$ cat src/rtl/vending_pkg.sv
// Shared definitions for the vending cart controller: one-hot states, coin
// denominations and the goods price table.
package vending_pkg;

   typedef enum logic [4:0] {
      S_IDLE    = 5'b00001,
      S_SELECT  = 5'b00010,
      S_PAYMENT = 5'b00100,
      S_HOLD    = 5'b01000,
      S_CHANGE  = 5'b10000
   } state_t;

   localparam int NUM_COINS = 5;
   localparam int DENOM_W   = 6;
   localparam int PRICE_W   = 4;

   localparam int COIN_1  = 0;
   localparam int COIN_5  = 1;
   localparam int COIN_10 = 2;
   localparam int COIN_20 = 3;
   localparam int COIN_50 = 4;

   localparam logic [NUM_COINS-1:0][DENOM_W-1:0] DENOM = {6'd50, 6'd20, 6'd10, 6'd5, 6'd1};

   // Goods codes are row/column digits, so an octal literal reads like the label.
   function automatic logic [PRICE_W-1:0] price_lookup(input logic [5:0] code);
      case (code)
         6'o11: return 4'd3;
         6'o12: return 4'd4;
         6'o13: return 4'd6;
         6'o14: return 4'd3;
         6'o21: return 4'd10;
         6'o22: return 4'd8;
         6'o23: return 4'd9;
         6'o24: return 4'd7;
         6'o31: return 4'd4;
         6'o32: return 4'd6;
         6'o33: return 4'd15;
         6'o34: return 4'd8;
         6'o41: return 4'd9;
         6'o42: return 4'd4;
         6'o43: return 4'd5;
         6'o44: return 4'd5;
         default: return '0;
      endcase
   endfunction

   function automatic logic [DENOM_W-1:0] coin_value(input logic [NUM_COINS-1:0] coin);
      logic [DENOM_W-1:0] value;
      value = '0;
      for (int i = NUM_COINS - 1; i >= 0; i--)
         if (coin[i]) value = DENOM[i];
      return value;
   endfunction

endpackage

$ cat src/rtl/vending_cart_fsm_if.sv
// Button/switch and display-side signal bundle of the vending cart controller.
// master drives the front-end pulses, slave is the controller itself.
interface vending_cart_fsm_if #(
   parameter int MAX_ITEMS = 4,
   parameter int QTY_W     = 2,
   parameter int MONEY_W   = 8
);
   localparam int CNT_W = $clog2(MAX_ITEMS + 1);

   logic               sys_Goods;
   logic               sys_Confirm;
   logic               sys_Cancel;
   logic               sys_Change;
   logic [4:0]         coin_in;
   logic [2:0]         type_SW_high;
   logic [2:0]         type_SW_low;
   logic [QTY_W-1:0]   num_SW;
   logic [MONEY_W-1:0] input_money;
   logic [MONEY_W-1:0] need_money;
   logic [MONEY_W-1:0] change_money;
   logic [CNT_W-1:0]   item_count;
   logic [4:0]         state_out;
   logic [4:0]         coin_out;
   logic               err_pulse;
   logic               timeout_pulse;

   modport master (
      output sys_Goods, sys_Confirm, sys_Cancel, sys_Change, coin_in,
             type_SW_high, type_SW_low, num_SW,
      input  input_money, need_money, change_money, item_count,
             state_out, coin_out, err_pulse, timeout_pulse
   );

   modport slave (
      input  sys_Goods, sys_Confirm, sys_Cancel, sys_Change, coin_in,
             type_SW_high, type_SW_low, num_SW,
      output input_money, need_money, change_money, item_count,
             state_out, coin_out, err_pulse, timeout_pulse
   );
endinterface

$ cat src/rtl/vending_change_dispenser.sv
// Greedy change selector: picks the largest denomination not exceeding the
// remaining change (none when the change is zero).
module vending_change_dispenser
   import vending_pkg::*;
#(
   parameter int MONEY_W = 8
)
(
   input  logic [MONEY_W-1:0]   change_money,
   output logic [NUM_COINS-1:0] coin,
   output logic [MONEY_W-1:0]   value
);
   // NOTE: every output gets a default before the loop so no path leaves it unassigned (no latch).
   always_comb begin
      coin  = '0;
      value = '0;
      for (int i = 0; i < NUM_COINS; i++) begin
         if (change_money >= MONEY_W'(DENOM[i])) begin
            coin    = '0;
            coin[i] = 1'b1;
            value   = MONEY_W'(DENOM[i]);
         end
      end
   end
endmodule

$ cat src/rtl/vending_cart_fsm.sv
// LIFO-cart vending controller: select, pay, hold/refund and coin-by-coin change.
// Optional payment inactivity timeout enabled by VENDING_PAY_TIMEOUT_EN.
module vending_cart_fsm
   import vending_pkg::*;
#(
   parameter int MAX_ITEMS      = 4,
   parameter int QTY_W          = 2,
   parameter int MONEY_W        = 8,
   parameter int TIMEOUT_CYCLES = 100_000_000
)
(
   input logic               sys_clk,
   input logic               sys_rst_n,
   vending_cart_fsm_if.slave bus
);
   localparam int CNT_W = $clog2(MAX_ITEMS + 1);
   localparam int SUM_W = MONEY_W + PRICE_W + QTY_W;
   localparam logic [SUM_W-1:0] MONEY_MAX = {{(SUM_W-MONEY_W){1'b0}}, {MONEY_W{1'b1}}};

   state_t               state, state_nxt;
   logic [MONEY_W-1:0]   input_money, input_nxt, need_money, need_nxt, change_money, change_nxt;
   logic [CNT_W-1:0]     item_count, count_nxt, top_idx;
   logic [MONEY_W-1:0]   slot [2**CNT_W];
   logic                 push, clear_cart;
   logic [NUM_COINS-1:0] coin_out, coin_nxt, disp_coin;
   logic [MONEY_W-1:0]   disp_value;
   logic                 err_pulse, err_nxt, timeout_pulse, timeout_nxt;
   logic                 cancel, confirm, goods;
   logic [SUM_W-1:0]     price, need_sum, pay_sum;
   logic                 add_ok, coin_take, coin_reject, expired, timeout_hit;

   assign cancel   = bus.sys_Cancel;
   assign confirm  = bus.sys_Confirm & ~bus.sys_Cancel;
   assign goods    = bus.sys_Goods & ~bus.sys_Confirm & ~bus.sys_Cancel;
   assign top_idx  = item_count - CNT_W'(1);
   assign price    = SUM_W'(price_lookup({bus.type_SW_high, bus.type_SW_low})) * SUM_W'(bus.num_SW);
   assign need_sum = SUM_W'(need_money) + price;
   assign add_ok   = (price != '0) && (item_count != CNT_W'(MAX_ITEMS)) && (need_sum <= MONEY_MAX);
   assign pay_sum  = SUM_W'(input_money) + SUM_W'(coin_value(bus.coin_in));

   // A coin only counts in a PAYMENT cycle that carries no Cancel/Confirm pulse.
   assign coin_take   = (state == S_PAYMENT) && !bus.sys_Cancel && !bus.sys_Confirm
                        && (|bus.coin_in) && (pay_sum <= MONEY_MAX);
   assign coin_reject = (state == S_PAYMENT) && !bus.sys_Cancel && !bus.sys_Confirm
                        && (|bus.coin_in) && (pay_sum > MONEY_MAX);
   assign timeout_hit = expired && !bus.sys_Cancel && !bus.sys_Confirm && !coin_take;

`ifdef VENDING_PAY_TIMEOUT_EN
   localparam int TMO_W = (TIMEOUT_CYCLES > 1) ? $clog2(TIMEOUT_CYCLES) : 1;
   logic [TMO_W-1:0] tmo_cnt;

   assign expired = (state == S_PAYMENT) && (tmo_cnt == TMO_W'(TIMEOUT_CYCLES - 1));

   always_ff @(posedge sys_clk or posedge sys_rst_n) begin
      if (sys_rst_n)                              tmo_cnt <= '0;
      else if (state != S_PAYMENT || coin_take)   tmo_cnt <= '0;
      else if (!expired)                          tmo_cnt <= tmo_cnt + TMO_W'(1);
   end
`else
   logic unused_timeout;
   assign unused_timeout = (TIMEOUT_CYCLES == 0);
   assign expired        = 1'b0;
`endif

   vending_change_dispenser #(.MONEY_W(MONEY_W)) u_dispenser (
      .change_money (change_money),
      .coin         (disp_coin),
      .value        (disp_value)
   );

   // NOTE: sequential state uses non-blocking assignments so every register samples pre-edge values.
   always_ff @(posedge sys_clk or posedge sys_rst_n) begin
      if (sys_rst_n) state <= S_IDLE;
      else           state <= state_nxt;
   end

   always_comb begin
      state_nxt = state;
      case (state)
         S_IDLE:    if (confirm) state_nxt = S_SELECT;
         S_SELECT: begin
            if (cancel && item_count == '0)       state_nxt = S_IDLE;
            else if (confirm && item_count != '0) state_nxt = S_PAYMENT;
         end
         S_PAYMENT: begin
            if (cancel)                                      state_nxt = S_HOLD;
            else if (confirm && input_money >= need_money)   state_nxt = S_CHANGE;
            else if (timeout_hit)                            state_nxt = S_CHANGE;
         end
         S_HOLD: begin
            if (cancel)       state_nxt = S_PAYMENT;
            else if (confirm) state_nxt = S_CHANGE;
         end
         S_CHANGE:  if (bus.sys_Change && change_money == '0) state_nxt = S_IDLE;
         default:   state_nxt = S_IDLE;
      endcase
   end

   always_comb begin
      input_nxt   = input_money;
      need_nxt    = need_money;
      change_nxt  = change_money;
      count_nxt   = item_count;
      push        = 1'b0;
      clear_cart  = 1'b0;
      coin_nxt    = '0;
      err_nxt     = 1'b0;
      timeout_nxt = 1'b0;
      case (state)
         S_SELECT: begin
            if (cancel) begin
               if (item_count != '0) begin
                  need_nxt  = need_money - slot[top_idx];
                  count_nxt = top_idx;
               end
            end else if (goods) begin
               if (add_ok) begin
                  push      = 1'b1;
                  need_nxt  = MONEY_W'(need_sum);
                  count_nxt = item_count + CNT_W'(1);
               end else begin
                  err_nxt = 1'b1;
               end
            end
         end
         S_PAYMENT: begin
            if (confirm && input_money >= need_money) change_nxt = input_money - need_money;
            if (coin_take)   input_nxt = MONEY_W'(pay_sum);
            if (coin_reject) err_nxt   = 1'b1;
            if (timeout_hit) begin
               change_nxt  = input_money;
               timeout_nxt = 1'b1;
            end
         end
         S_HOLD:    if (confirm) change_nxt = input_money;
         S_CHANGE: begin
            if (bus.sys_Change) begin
               if (change_money != '0) begin
                  coin_nxt   = disp_coin;
                  change_nxt = change_money - disp_value;
               end else begin
                  input_nxt  = '0;
                  need_nxt   = '0;
                  count_nxt  = '0;
                  clear_cart = 1'b1;
               end
            end
         end
         default: begin
            input_nxt  = '0;
            need_nxt   = '0;
            change_nxt = '0;
            count_nxt  = '0;
            clear_cart = 1'b1;
         end
      endcase
   end

   always_ff @(posedge sys_clk or posedge sys_rst_n) begin
      if (sys_rst_n) begin
         input_money   <= '0;
         need_money    <= '0;
         change_money  <= '0;
         item_count    <= '0;
         coin_out      <= '0;
         err_pulse     <= 1'b0;
         timeout_pulse <= 1'b0;
         // NOTE: the cart storage is reset on purpose; an empty cart must hold zero prices.
         for (int i = 0; i < 2**CNT_W; i++) slot[i] <= '0;
      end else begin
         input_money   <= input_nxt;
         need_money    <= need_nxt;
         change_money  <= change_nxt;
         item_count    <= count_nxt;
         coin_out      <= coin_nxt;
         err_pulse     <= err_nxt;
         timeout_pulse <= timeout_nxt;
         if (clear_cart) begin
            for (int i = 0; i < 2**CNT_W; i++) slot[i] <= '0;
         end else if (push) begin
            slot[item_count] <= MONEY_W'(price);
         end
      end
   end

   assign bus.input_money   = input_money;
   assign bus.need_money    = need_money;
   assign bus.change_money  = change_money;
   assign bus.item_count    = item_count;
   assign bus.state_out     = state;
   assign bus.coin_out      = coin_out;
   assign bus.err_pulse     = err_pulse;
   assign bus.timeout_pulse = timeout_pulse;

endmodule

$ cat src/flat_wrapper.sv
// flat-port wrapper written by rule: the top's interface ports become plain ports
module vending_cart_fsm_flat import vending_pkg::*;
#(
   parameter int MAX_ITEMS      = 4,
   parameter int QTY_W          = 2,
   parameter int MONEY_W        = 8,
   parameter int TIMEOUT_CYCLES = 100_000_000
)
  (sys_clk, sys_rst_n, bus_sys_Goods, bus_sys_Confirm, bus_sys_Cancel, bus_sys_Change, bus_coin_in, bus_type_SW_high, bus_type_SW_low, bus_num_SW, bus_input_money, bus_need_money, bus_change_money, bus_item_count, bus_state_out, bus_coin_out, bus_err_pulse, bus_timeout_pulse);
  vending_cart_fsm_if #(.MAX_ITEMS(MAX_ITEMS), .QTY_W(QTY_W), .MONEY_W(MONEY_W)) bus_i ();
  input logic sys_clk;
  input logic sys_rst_n;
  input wire logic [$bits(bus_i.sys_Goods)-1:0] bus_sys_Goods;
  input wire logic [$bits(bus_i.sys_Confirm)-1:0] bus_sys_Confirm;
  input wire logic [$bits(bus_i.sys_Cancel)-1:0] bus_sys_Cancel;
  input wire logic [$bits(bus_i.sys_Change)-1:0] bus_sys_Change;
  input wire logic [$bits(bus_i.coin_in)-1:0] bus_coin_in;
  input wire logic [$bits(bus_i.type_SW_high)-1:0] bus_type_SW_high;
  input wire logic [$bits(bus_i.type_SW_low)-1:0] bus_type_SW_low;
  input wire logic [$bits(bus_i.num_SW)-1:0] bus_num_SW;
  output wire logic [$bits(bus_i.input_money)-1:0] bus_input_money;
  output wire logic [$bits(bus_i.need_money)-1:0] bus_need_money;
  output wire logic [$bits(bus_i.change_money)-1:0] bus_change_money;
  output wire logic [$bits(bus_i.item_count)-1:0] bus_item_count;
  output wire logic [$bits(bus_i.state_out)-1:0] bus_state_out;
  output wire logic [$bits(bus_i.coin_out)-1:0] bus_coin_out;
  output wire logic [$bits(bus_i.err_pulse)-1:0] bus_err_pulse;
  output wire logic [$bits(bus_i.timeout_pulse)-1:0] bus_timeout_pulse;
  assign bus_i.sys_Goods = bus_sys_Goods;
  assign bus_i.sys_Confirm = bus_sys_Confirm;
  assign bus_i.sys_Cancel = bus_sys_Cancel;
  assign bus_i.sys_Change = bus_sys_Change;
  assign bus_i.coin_in = bus_coin_in;
  assign bus_i.type_SW_high = bus_type_SW_high;
  assign bus_i.type_SW_low = bus_type_SW_low;
  assign bus_i.num_SW = bus_num_SW;
  assign bus_input_money = bus_i.input_money;
  assign bus_need_money = bus_i.need_money;
  assign bus_change_money = bus_i.change_money;
  assign bus_item_count = bus_i.item_count;
  assign bus_state_out = bus_i.state_out;
  assign bus_coin_out = bus_i.coin_out;
  assign bus_err_pulse = bus_i.err_pulse;
  assign bus_timeout_pulse = bus_i.timeout_pulse;
  vending_cart_fsm #(.MAX_ITEMS(MAX_ITEMS), .QTY_W(QTY_W), .MONEY_W(MONEY_W), .TIMEOUT_CYCLES(TIMEOUT_CYCLES)) u_core (.sys_clk(sys_clk), .sys_rst_n(sys_rst_n), .bus(bus_i));
endmodule
$ cat config.mk
export PLATFORM = sky130hd
export DESIGN_NAME = vending_cart_fsm_flat
export DESIGN_NICKNAME = d
export VERILOG_FILES = /design/src/rtl/vending_pkg.sv /design/src/rtl/vending_cart_fsm_if.sv /design/src/rtl/vending_change_dispenser.sv /design/src/rtl/vending_cart_fsm.sv /design/src/flat_wrapper.sv
export SDC_FILE = /design/constraint.sdc
export NUM_CORES = 1
export LEC_CHECK = 0
export BUFFER_PORTS_ARGS = -buffer_cell sky130_fd_sc_hd__buf_2
export CORE_UTILIZATION = 45
export DETAILED_ROUTE_END_ITERATION = 10
export PLACE_DENSITY_LB_ADDON = 0.08
export SLEW_MARGIN = 15
export SYNTH_ARGS = -nofsm -noshare
export SYNTH_HDL_FRONTEND = slang
export SYNTH_SLANG_ARGS = --single-unit
$ cat constraint.sdc
create_clock -name sys_clk -period 5.7 [get_ports sys_clk]
set_input_delay 1.14 -clock sys_clk [delete_from_list [all_inputs] [get_ports sys_clk]]
set_output_delay 1.14 -clock sys_clk [all_outputs]
set_load 0.01 [all_outputs]
; Word level (Yosys, flattened, before mapping)
; Memory sizes are Yosys's and may differ from the RTL's.
; Cells that the tools add are included.
[classes]
add_sub_neg = 7
mul = 1
magnitude_cmp = 12
eq_ne = 20
muxes = 68
bitwise_logic = 10
reduce_logical = 28
[ops]
columns = cell, count
row1 = two-way mux 8 bit, 18
row2 = two-way mux 64 bit, 2
row3 = two-way mux 5 bit, 15
row4 = bitwise mux 64 bit, 1
row5 = case mux 8 bit (3 select lines), 2
row6 = case mux 8 bit (4 select lines), 1
row7 = two-way mux 6 bit, 5
row8 = "<= comparator 14 x 8 -> 1 bit, second input constant", 2
row9 = case mux 5 bit (5 select lines), 1
row10 = binary-select mux 8 bit (select 3 bit), 1
row11 = demux 8 bit (select 3 bit), 1
row12 = subtractor 8 bit, 3
row13 = adder 8 x 6 -> 9 bit, 2
row14 = two-way mux 3 bit, 6
row15 = "greater-than comparator 14 x 8 -> 1 bit, second input constant", 1
row16 = nonzero test 14 bit, 1
row17 = logical AND 1 bit, 12
row18 = two-way mux 1 bit, 12
row19 = "inequality test 3 x 2 -> 1 bit, second input constant", 4
row20 = "inequality test 2 x 1 -> 1 bit, second input constant", 5
row21 = AND reduction 5 bit, 2
row22 = case mux 3 bit (3 select lines), 1
row23 = "greater-or-equal comparator 4 bit, second input constant", 2
row24 = "greater-or-equal comparator 8 x 1 -> 1 bit, second input constant", 1
row25 = other kinds (32), 45
[word_totals]
ff_bits = 102
romBits = 256
mem_count = 1
[memory_table]
columns = memory, words, word_bits, read_ports, rd_clocked_by_memory_dff, write_ports, line
row1 = (name not given), 64, 4, 1, 0, 0, vending_pkg.sv:27  ; case (code)

; Logic depth before layout (Yosys ltp)
; Gate-level depths: netlist (run 1).
; An unclocked memory read counts as a cell.
[depth]
depth_word = 11
depth_mapped = 20
ltp_nobuf = 19

; Modules after synthesis
; Synthesis (run 1) repeated with hierarchy kept, for this count alone.
[unflattened]
hier_cells = 710
hier_area_um2 = 6387.4
[by_module_without_submodules]
columns = module, instances, cells_each, area_each_um2, seq_area_each_um2
row1 = vending_cart_fsm, 1, 671, 6137.1, 2153.3
row2 = vending_change_dispenser, 1, 39, 250.2, 0.0

; Least setup slack after synthesis (run 1)
; OpenSTA, ideal clock, no wires.
[synth_timing]
kind = input port to flip-flop
start = input bus_type_SW_low[1]
end = register u_core.slot[35] in the netlist's numbering
arrival_time_ns = 5.378
setup_slack_ns = 0.174
stages = 17
n_path_buf = 1
cell_sequence = buf_2 and3b_1 o31a_1 a22o_1 and2_1 ha_1 fa_1 and2_1 o21bai_1 inv_1 ha_1 a21o_1 a32o_1 a21o_1 a311oi_4 nand4b_4 mux2i_1
[synth_between]
elab_chain_len = 10
elab_cells_between_ends = 15
cone_classes = add/sub: 1 / mul: 1 / order compare: 1 / mux: 7 / reduce/logical: 4 / memory: 1
[synth_rtl]
columns = item, line
row1 = from (decl), flat_wrapper.sv:19  ; input wire logic [$bits(bus_i.type_SW_low)-1:0] bus_type_SW_low;
row2 = memory (64 x 4 bit) *, n/a
row3 = multiplier 4 x 2 -> 6 bit *, vending_cart_fsm.sv:36  ; assign price = SUM_W'(price_lookup({bus.type_SW_high, bus.type_SW_low})) * SUM_W'(bus.num_SW);
row4 = adder 8 x 6 -> 9 bit or nonzero test 14 bit (tied branches), "vending_cart_fsm.sv:37, vending_cart_fsm.sv:38"
row5 = <= comparator 14 x 8 -> 1 bit or logical AND 1 bit (tied branches), vending_cart_fsm.sv:38  ; assign add_ok = (price != '0) && (item_count != CNT_W'(MAX_ITEMS)) && (need_sum <= MONEY_MAX);
row6 = logical AND 1 bit, vending_cart_fsm.sv:38
row7 = two-way mux 1 bit, vending_cart_fsm.sv:117  ; if (add_ok) begin
row8 = two-way mux 1 bit, vending_cart_fsm.sv:116  ; end else if (goods) begin
row9 = two-way mux 1 bit, vending_cart_fsm.sv:111  ; if (cancel) begin
row10 = two-way mux 1 bit, vending_cart_fsm.sv:109  ; case (state)
row11 = nonzero test 2 bit (no line), n/a
row12 = "to (signal, indexed assignment)", vending_cart_fsm.sv:181  ; slot[item_count] <= MONEY_W'(price);
row13 = to (decl), vending_cart_fsm.sv:23  ; logic [MONEY_W-1:0] slot [2**CNT_W];
; Every way passes the cells marked *; elsewhere a longest branch is shown, timed or not. The select of a mux whose other input is x is not followed.
; A chain may end at the register's enable or synchronous reset.

; Worst setup path after layout (run 1)
[layout_timing]
start = input bus_type_SW_low[1]
end = register u_core.need_money[6] (netlist: u_core.bus.need_money[6])
[layout_between]
elab_chain_len = 7
elab_cells_between_ends = 13
cone_classes = add/sub: 1 / mul: 1 / order compare: 1 / eq/ne: 1 / mux: 4 / reduce/logical: 4 / memory: 1
[layout_rtl]
columns = item, line
row1 = memory (64 x 4 bit) *, n/a
row2 = multiplier 4 x 2 -> 6 bit *, vending_cart_fsm.sv:36
row3 = adder 8 x 6 -> 9 bit or nonzero test 14 bit (tied branches), "vending_cart_fsm.sv:37, vending_cart_fsm.sv:38"
row4 = "<= comparator 14 x 8 -> 1 bit, or another cell as far along", vending_cart_fsm.sv:38
row5 = logical AND 1 bit or two-way mux 8 bit (tied branches), "vending_cart_fsm.sv:38, vending_cart_fsm.sv:116"
row6 = inequality test 3 x 2 -> 1 bit (no line) or two-way mux 8 bit (tied branches), n/a
row7 = AND reduction 6 bit (no line) or case mux 8 bit (3 select lines) (tied branches), n/a
row8 = to (signal assigned), vending_cart_fsm.sv:172  ; need_money <= need_nxt;
row9 = to (decl), vending_cart_fsm.sv:21  ; logic [MONEY_W-1:0] input_money, input_nxt, need_money, need_nxt, change_money, change_nxt;
; Marks and branches as above.

==> impl_metrics.toml, run 1 <==
[timing]
finalCritPeriodShare_pct = 89.3
grt_setup_unrepaired = "false"
setup_viol = 0
tightest_slew_ps = 928
slew_headroom_pct = 37.7
skew_ps = 6.21
final.min_clock_period_ps = 5090
fmax_mhz = 196
setup_tns_ps = 0
final_max_slew_viol_count = 0
hold_viol_final = 0

[floorplan]
io_pins = 58
die_w_um = 121
die_y_um = 121
row_count = 43
core_um2 = 13900
dieArea_um2 = 14700
initial_core_util_pct = 46.1

[clock_tree]
clk_pin_slew_ps = 60
clock_latency_ps = 340
ctsLongestPathBuffers = 2
cts_sinks = 86
cts_hold_buf = 0
htree_levels = 3
cts_tree = "done"
cts-root-buf = "clkbuf_16"
cts_buffers = 9
cts_resized = 0
cts_setup_buffers = 0

[routing]
wl_mm = 16.6
drcViolationCount = 0
ant_nets = 0
drt_first_pass_iters = 7
wl_met3_um = 523
wl_met2_mm = 8.33
wl_per_cell_um = 18.2
via_per_inst = 5.73
highest_layer = "met4"
drt_iter0_markers = 235
vias = 5235
wl_met1_mm = 7.24

[synth]
ys_ff_latch = 86
yosysWarnings = 0
ys_seq_area_share_pct = 33.6
syn_area_per_cell_um2 = 9.44
synthCells = 678
syn_nets = 742
synth_edf_count = 0
ys.flop_type = "dfrtp_1"
synth_cell_types = 77
synth.cell_area_um2 = 6400
synthArstFlopShare_pct = 100

[critical_path]
crit_path_start_kind = "input port"
path_class = "in2reg"
cp.arrival_ps = 5310
crit_slowest_cell = "nor4b_1"
setup.worst_path.end_class = "flop"
crit_chain = "buf_2 -> nor4b_1 -> o21ba_2 -> o22a_1 -> nor2_1 -> nor2_1 -> nor2_1 -> ha_1 -> a21o_1 -> a21oi_1 -> xnor2_1 -> inv_2 -> ha_1 -> nand2_1 -> nor3_1 -> a21o_1 -> nor3_1 -> a22oi_1 -> nand2_1 -> a22o_1"
crit_top_cell = "nor2_1"
path_max_fanout = 10
crit_path_max_incr_delay_ps = 510
crit_required_ps = 5920

[job]
cap_violations = 0

[final_layout]
antenna_cells = 0
syn_to_final_growth_pct = 12.5
nets = 793
drive_gt1_share_pct = 16.5
final_util_pct = 51.9

[worst_hold_path]
hp-class = "reg2reg"

[grt]
grt_pass1_wl_mm = 26.8
grt_overflow = 0
grt_max_degree = 52
grtUsageTotal_pct = 23.8
antenna_found_initial = 0
grt_pass1_vias = 5166

[status]
status = "finished, final reports clean"

[placement]
port_buffers = 56
gp_congestion = 0.831
dpl.hpwl_mm = 12.5

[power]
powerDensity_nw_per_um2 = 331
leakagePower_nw = 3.64
ir_drop_mv = 0.204
finalPower_mw = 2.38
-- area by class of cell --
class / instances / area, um^2
Clock buffer: 10 / 239
Clock inverter: 6 / 61.3
Fill cell: 1305 / 6680
Inverter: 40 / 151
Multi-Input combinational cell: 524 / 4000
Sequential cell: 86 / 2150
Tap cell: 180 / 225
Timing Repair Buffer: 68 / 370
-- final timing paths --
path | startpoint | end | slack (ps) | depth (start not counted)
max | bus_type_SW_low[1] | u_core.bus.need_money[6]$_DFFE_PP0P_ | 610 | 20
max in group asynchronous | sys_rst_n | u_core.bus.coin_out[4]$_DFF_PP0_ | 3710 | 3
min reg2reg | u_core.slot[11]$_DFFE_PP0P_ | u_core.slot[11]$_DFFE_PP0P_ | 520 | 2
min | u_core.slot[11]$_DFFE_PP0P_ | u_core.slot[11]$_DFFE_PP0P_ | 520 | 2
max reg2reg | u_core.bus.item_count[1]$_DFFE_PP0P_ | u_core.bus.need_money[5]$_DFFE_PP0P_ | 1310 | 12
min in group asynchronous | sys_rst_n | u_core.slot[35]$_DFFE_PP0P_ | 910 | 2
-- state kept, by name (all words and copies together) (netlist names) --
register	cells
u_core.bus.state_out	5
u_core.bus.need_money	8
u_core.bus.coin_out	5
u_core.bus.item_count	3
u_core.bus.input_money	8
u_core.bus.change_money	8
u_core.bus.err_pulse	1
u_core.slot	48
-- synthesized netlist by cell type (6+ instances only) --
master / count / share of area (%)
nor2_1: 58 / 3.4
o21a_1: 7 / 0.82
inv_1: 37 / 2.2
and2_1: 6 / 0.59
ha_1: 39 / 7.6
a21o_1: 10 / 1.2
o31ai_1: 11 / 1.3
clkbuf_1: 22 / 1.3
mux4_2: 12 / 4.2
a22o_1: 6 / 0.82
nor3_1: 18 / 1.4
dfrtp_1: 85 / 33
mux2i_1: 56 / 8.8
nand2_1: 80 / 4.7
xnor2_1: 17 / 2.3
nor4_1: 6 / 0.59
xor2_1: 6 / 0.82
fa_1: 6 / 1.9
o21ai_0: 24 / 1.9
nand3_1: 7 / 0.55
a21oi_1: 36 / 2.8
a22oi_1: 6 / 0.70
nor2b_1: 9 / 0.88
-- critical path: cells and delay by family --
family	cells	cell delay, ps
xor+xnor	1	180
compound gates	7	1720
fa+ha+maj	2	650
buf+inv	2	250
simple gates	8	1360
-- where the power goes --
group	internal [mW]	switching [mW]	total, mW
clock	0.350	0.244	0.594
sequential	0.649	0.0895	0.738
combinational	0.414	0.639	1.05
-- placed cells by master (no fill, tap or decap), types with 17 or more instances in the layout --
cell type and instances:
a21oi_1 36, buf_2 56, dfrtp_1 85, ha_1 39, inv_1 36, mux2i_1 56, nand2_1 80, nor2_1 58
nor3_1 18, o21ai_0 24, xnor2_1 17
-- metal layers --
layer  vias up  track usage [%]
li1       2562                -
met1      2522             29.1
met2       120             41.4
met3        31             3.57
met4         0             9.95
met5         -                0
-- logic make-up after synthesis --
logic type                 synth area share, %
and+or+nand+nor                           18.8
xor gates and xnor gates                  3.15
adders and majority gates                 9.50
DFF                                       33.6
other                                   0.0586
muxes                                     13.9
AOI/OAI and AO/OA                         17.0
buffers and inverters                     4.06
-- stage by stage --
step / hold slack, ps / worst slack (ps) / instance area (um^2) / std cells
after detailed placement: 517 / 276 / 6900 / 898
after CTS: 526 / 643 / 7200 / 914
final: 522 / 609 / 7200 / 914
after global routing: 547 / 274 / 7200 / 914
after floorplan: 500 / 174 / 6400 / 678
after global placement: 510 / 400 / 6900 / 898
No activity file was read; power rests on OpenSTA's default activity.
==> run 2: changes to the inputs <==
--- a/config.mk
+++ b/config.mk
@@ -8,7 +8,8 @@
 export BUFFER_PORTS_ARGS = -buffer_cell sky130_fd_sc_hd__buf_2
 export CORE_UTILIZATION = 45
 export DETAILED_ROUTE_END_ITERATION = 10
-export PLACE_DENSITY_LB_ADDON = 0.08
+export GPL_TIMING_DRIVEN = 0
+export PLACE_DENSITY = 0.72
 export SLEW_MARGIN = 15
 export SYNTH_ARGS = -nofsm -noshare
 export SYNTH_HDL_FRONTEND = slang
==> run 2 against run 1 <==
First-iteration DRC count increased by 97%; maximum frequency down 6.4%; critical endpoint unchanged; core utilization up 0.41 points; critical path depth down 1; flip-flop and latch count unchanged; cell count grew 1.9%; hold slack better by 3.2 ps.
==> impl_metrics.toml, run 2 (synthesized netlist as in run 1, its figures left out) <==
[routing]
drt_iter0_markers = 463
vias = 5566
via_per_inst = 5.98
wl_mm = 17.2
ant_nets = 0
drcViolationCount = 0
drt_first_pass_iters = 5
wl_per_cell_um = 18.5

[power]
power_frac_comb_pct = 47.2
ir_drop_mv = 0.191
power_switching_mw = 1.02
netSwitchingFraction_pct = 42.6
powerDensity_nw_per_um2 = 329
pwr-share-clk_pct = 23.5
leakagePower_nw = 3.62
p_seq_share_pct = 29.3
finalPower_mw = 2.39
internal-power_mw = 1.37

[critical_path]
cp.arrival_ps = 5680
setup.worst_path.end_class = "flop"
regToRegEndpoint = "u_core.bus.need_money[7]$_DFFE_PP0P_"
cp-startpoint = "bus_type_SW_low[1]"
crit_chain = "buf_2 -> or3b_1 -> nand2_1 -> o211ai_1 -> a21oi_1 -> and2_1 -> ha_1 -> fa_1 -> and2_1 -> o21bai_2 -> inv_1 -> ha_1 -> a21o_1 -> a32o_1 -> a21o_1 -> nor3_1 -> a22oi_1 -> nand2_1 -> a22o_1"
crit_path_end = "u_core.bus.need_money[6]$_DFFE_PP0P_"
path_max_fanout = 10
crit_required_ps = 5940
crit_path_max_incr_delay_ps = 550
crit_path_start_kind = "input port"
path_class = "in2reg"
reg2reg_depth = 14
r2r_slack_ps = 430
crit_slowest_cell = "a22oi_1"
r2r_start = "u_core.bus.item_count[1]$_DFFE_PP0P_"

[floorplan]
dieArea_um2 = 14700
io_pins = 58
initial_core_util_pct = 46.1
die_y_um = 121
core_um2 = 13900
row_count = 43
die_w_um = 121

[timing]
slew_headroom_pct = 16.0
finalCritPeriodShare_pct = 95.4
skew_ps = 9.85
tightest_slew_ps = 1250
final.min_clock_period_ps = 5440
grt_setup_unrepaired = "false"
hold_viol_final = 0
fmax_mhz = 184
setup_viol = 0
final_max_slew_viol_count = 0
setup_slack_ps = 262

[grt]
antenna_found_initial = 0
grt_pass1_vias = 5683
grtUsageTotal_pct = 24.9
grt_overflow = 0
grt_max_degree = 50
grt_pass1_wl_mm = 28.3

[placement]
dpl_cell_area_um2 = 6930
gp_congestion = 0.954
port_buffers = 55
pre_cts_slack_ps = -704
dpl.hpwl_mm = 12.8

[final_layout]
final_cell_mix = "dfrtp_1, nand2_1, nor2_1, buf_2, mux2i_1"
syn_to_final_growth_pct = 13.4
nets = 811
regArea_um2 = 2150
drive_gt1_share_pct = 14.9
final_util_pct = 52.3
largest_reg_flops = 48
layout_commonest_cell = "dfrtp_1"
num-fill-cells = 1241
multi_input_area_um2 = 4000
largest-register = "u_core.slot"
antenna_cells = 0
finalInstanceArea_um2 = 7260

[clock_tree]
cts_buffers = 9
cts_tree = "done"
cts_hold_buf = 0
htree_levels = 3
ctsLongestPathBuffers = 2
clk_pin_slew_ps = 70
cts_sinks = 86
clock_latency_ps = 360
cts-root-buf = "clkbuf_16"

[job]
cap_violations = 0

[worst_hold_path]
hp-class = "reg2reg"
min-delay-start = "u_core.slot[56]$_DFFE_PP0P_"

[status]
status = "finished, final reports clean"
==> run 2: cell count changes in the layout (fill, tap and decap cells not counted), sizes merged <==
cell / before / now
bufinv: 1 / 0
inv: 38 / 40
clkinvlp: 1 / 2
clkinv: 6 / 2
buf: 68 / 64
clkbuf: 10 / 33
==> run 2: power groups by stage <==
stage	Combinational (mW)	Clock, mW	Sequential, mW
after floorplan	0.803	0	0.715
after global placement	1.06	0	0.707
after detailed placement	1.10	0	0.711
after CTS	1.11	0.575	0.700
after global routing	1.24	0.597	0.705
final	1.13	0.562	0.701
==> run 2: repair_timing <==
action                                  4_1_cts  5_1_grt
endpoints found under the setup margin       48       59
pin swaps                                     1        0
buffers inserted                              2        0
cloned                                        0        0
resized for setup                             0        2
==> run 2: stage by stage <==
step	TNS (ps)	hold slack [ps]	instances
floorplan	0	500	678
global placement	-18290	509	913
detailed placement	-30840	517	914
CTS	0	526	931
global route	0	543	931
finish	0	526	931
==> run 2: critical path: cells and delay by family <==
| kind | cells | cell delay, ps |
|---|---|---|
| AOI/OAI and AO/OA | 8 | 2040 |
| adders and majority gates | 3 | 990 |
| and+or+nand+nor | 6 | 1160 |
| buffers and inverters | 2 | 340 |
==> run 2: area by class of cell <==
cell class / instances / share of cell area, %
buffer: 28 / 1.52
multi-input combinational: 524 / 55.1
tap: 180 / 3.10
timing repair buffer: 58 / 4.72
clock inverter: 4 / 0.448
sequential: 86 / 29.7
clock buffer: 11 / 3.34
inverter: 40 / 2.10
==> run 2: worst min path at each step <==
stage | endpoint | slack, ps | cells past startpoint
floorplan | u_core.slot[40]$_DFFE_PP0P_ | 500 | 2
detailed placement | u_core.slot[40]$_DFFE_PP0P_ | 520 | 2
finish | u_core.slot[56]$_DFFE_PP0P_ | 530 | 2
global route | u_core.slot[56]$_DFFE_PP0P_ | 540 | 2
global placement | u_core.slot[19]$_DFFE_PP0P_ | 510 | 2
CTS | u_core.slot[40]$_DFFE_PP0P_ | 530 | 2
==> run 2: metal layers <==
layer  share of wire [%]  global-route usage [%]  vias to the layer above
met5                   0                       0                        -
li1                    -                       -                     2603
met2                  50                    42.6                      181
met4                 3.0                    10.4                        0
met1                  42                    30.1                     2743
met3                 5.1                    5.40                       39
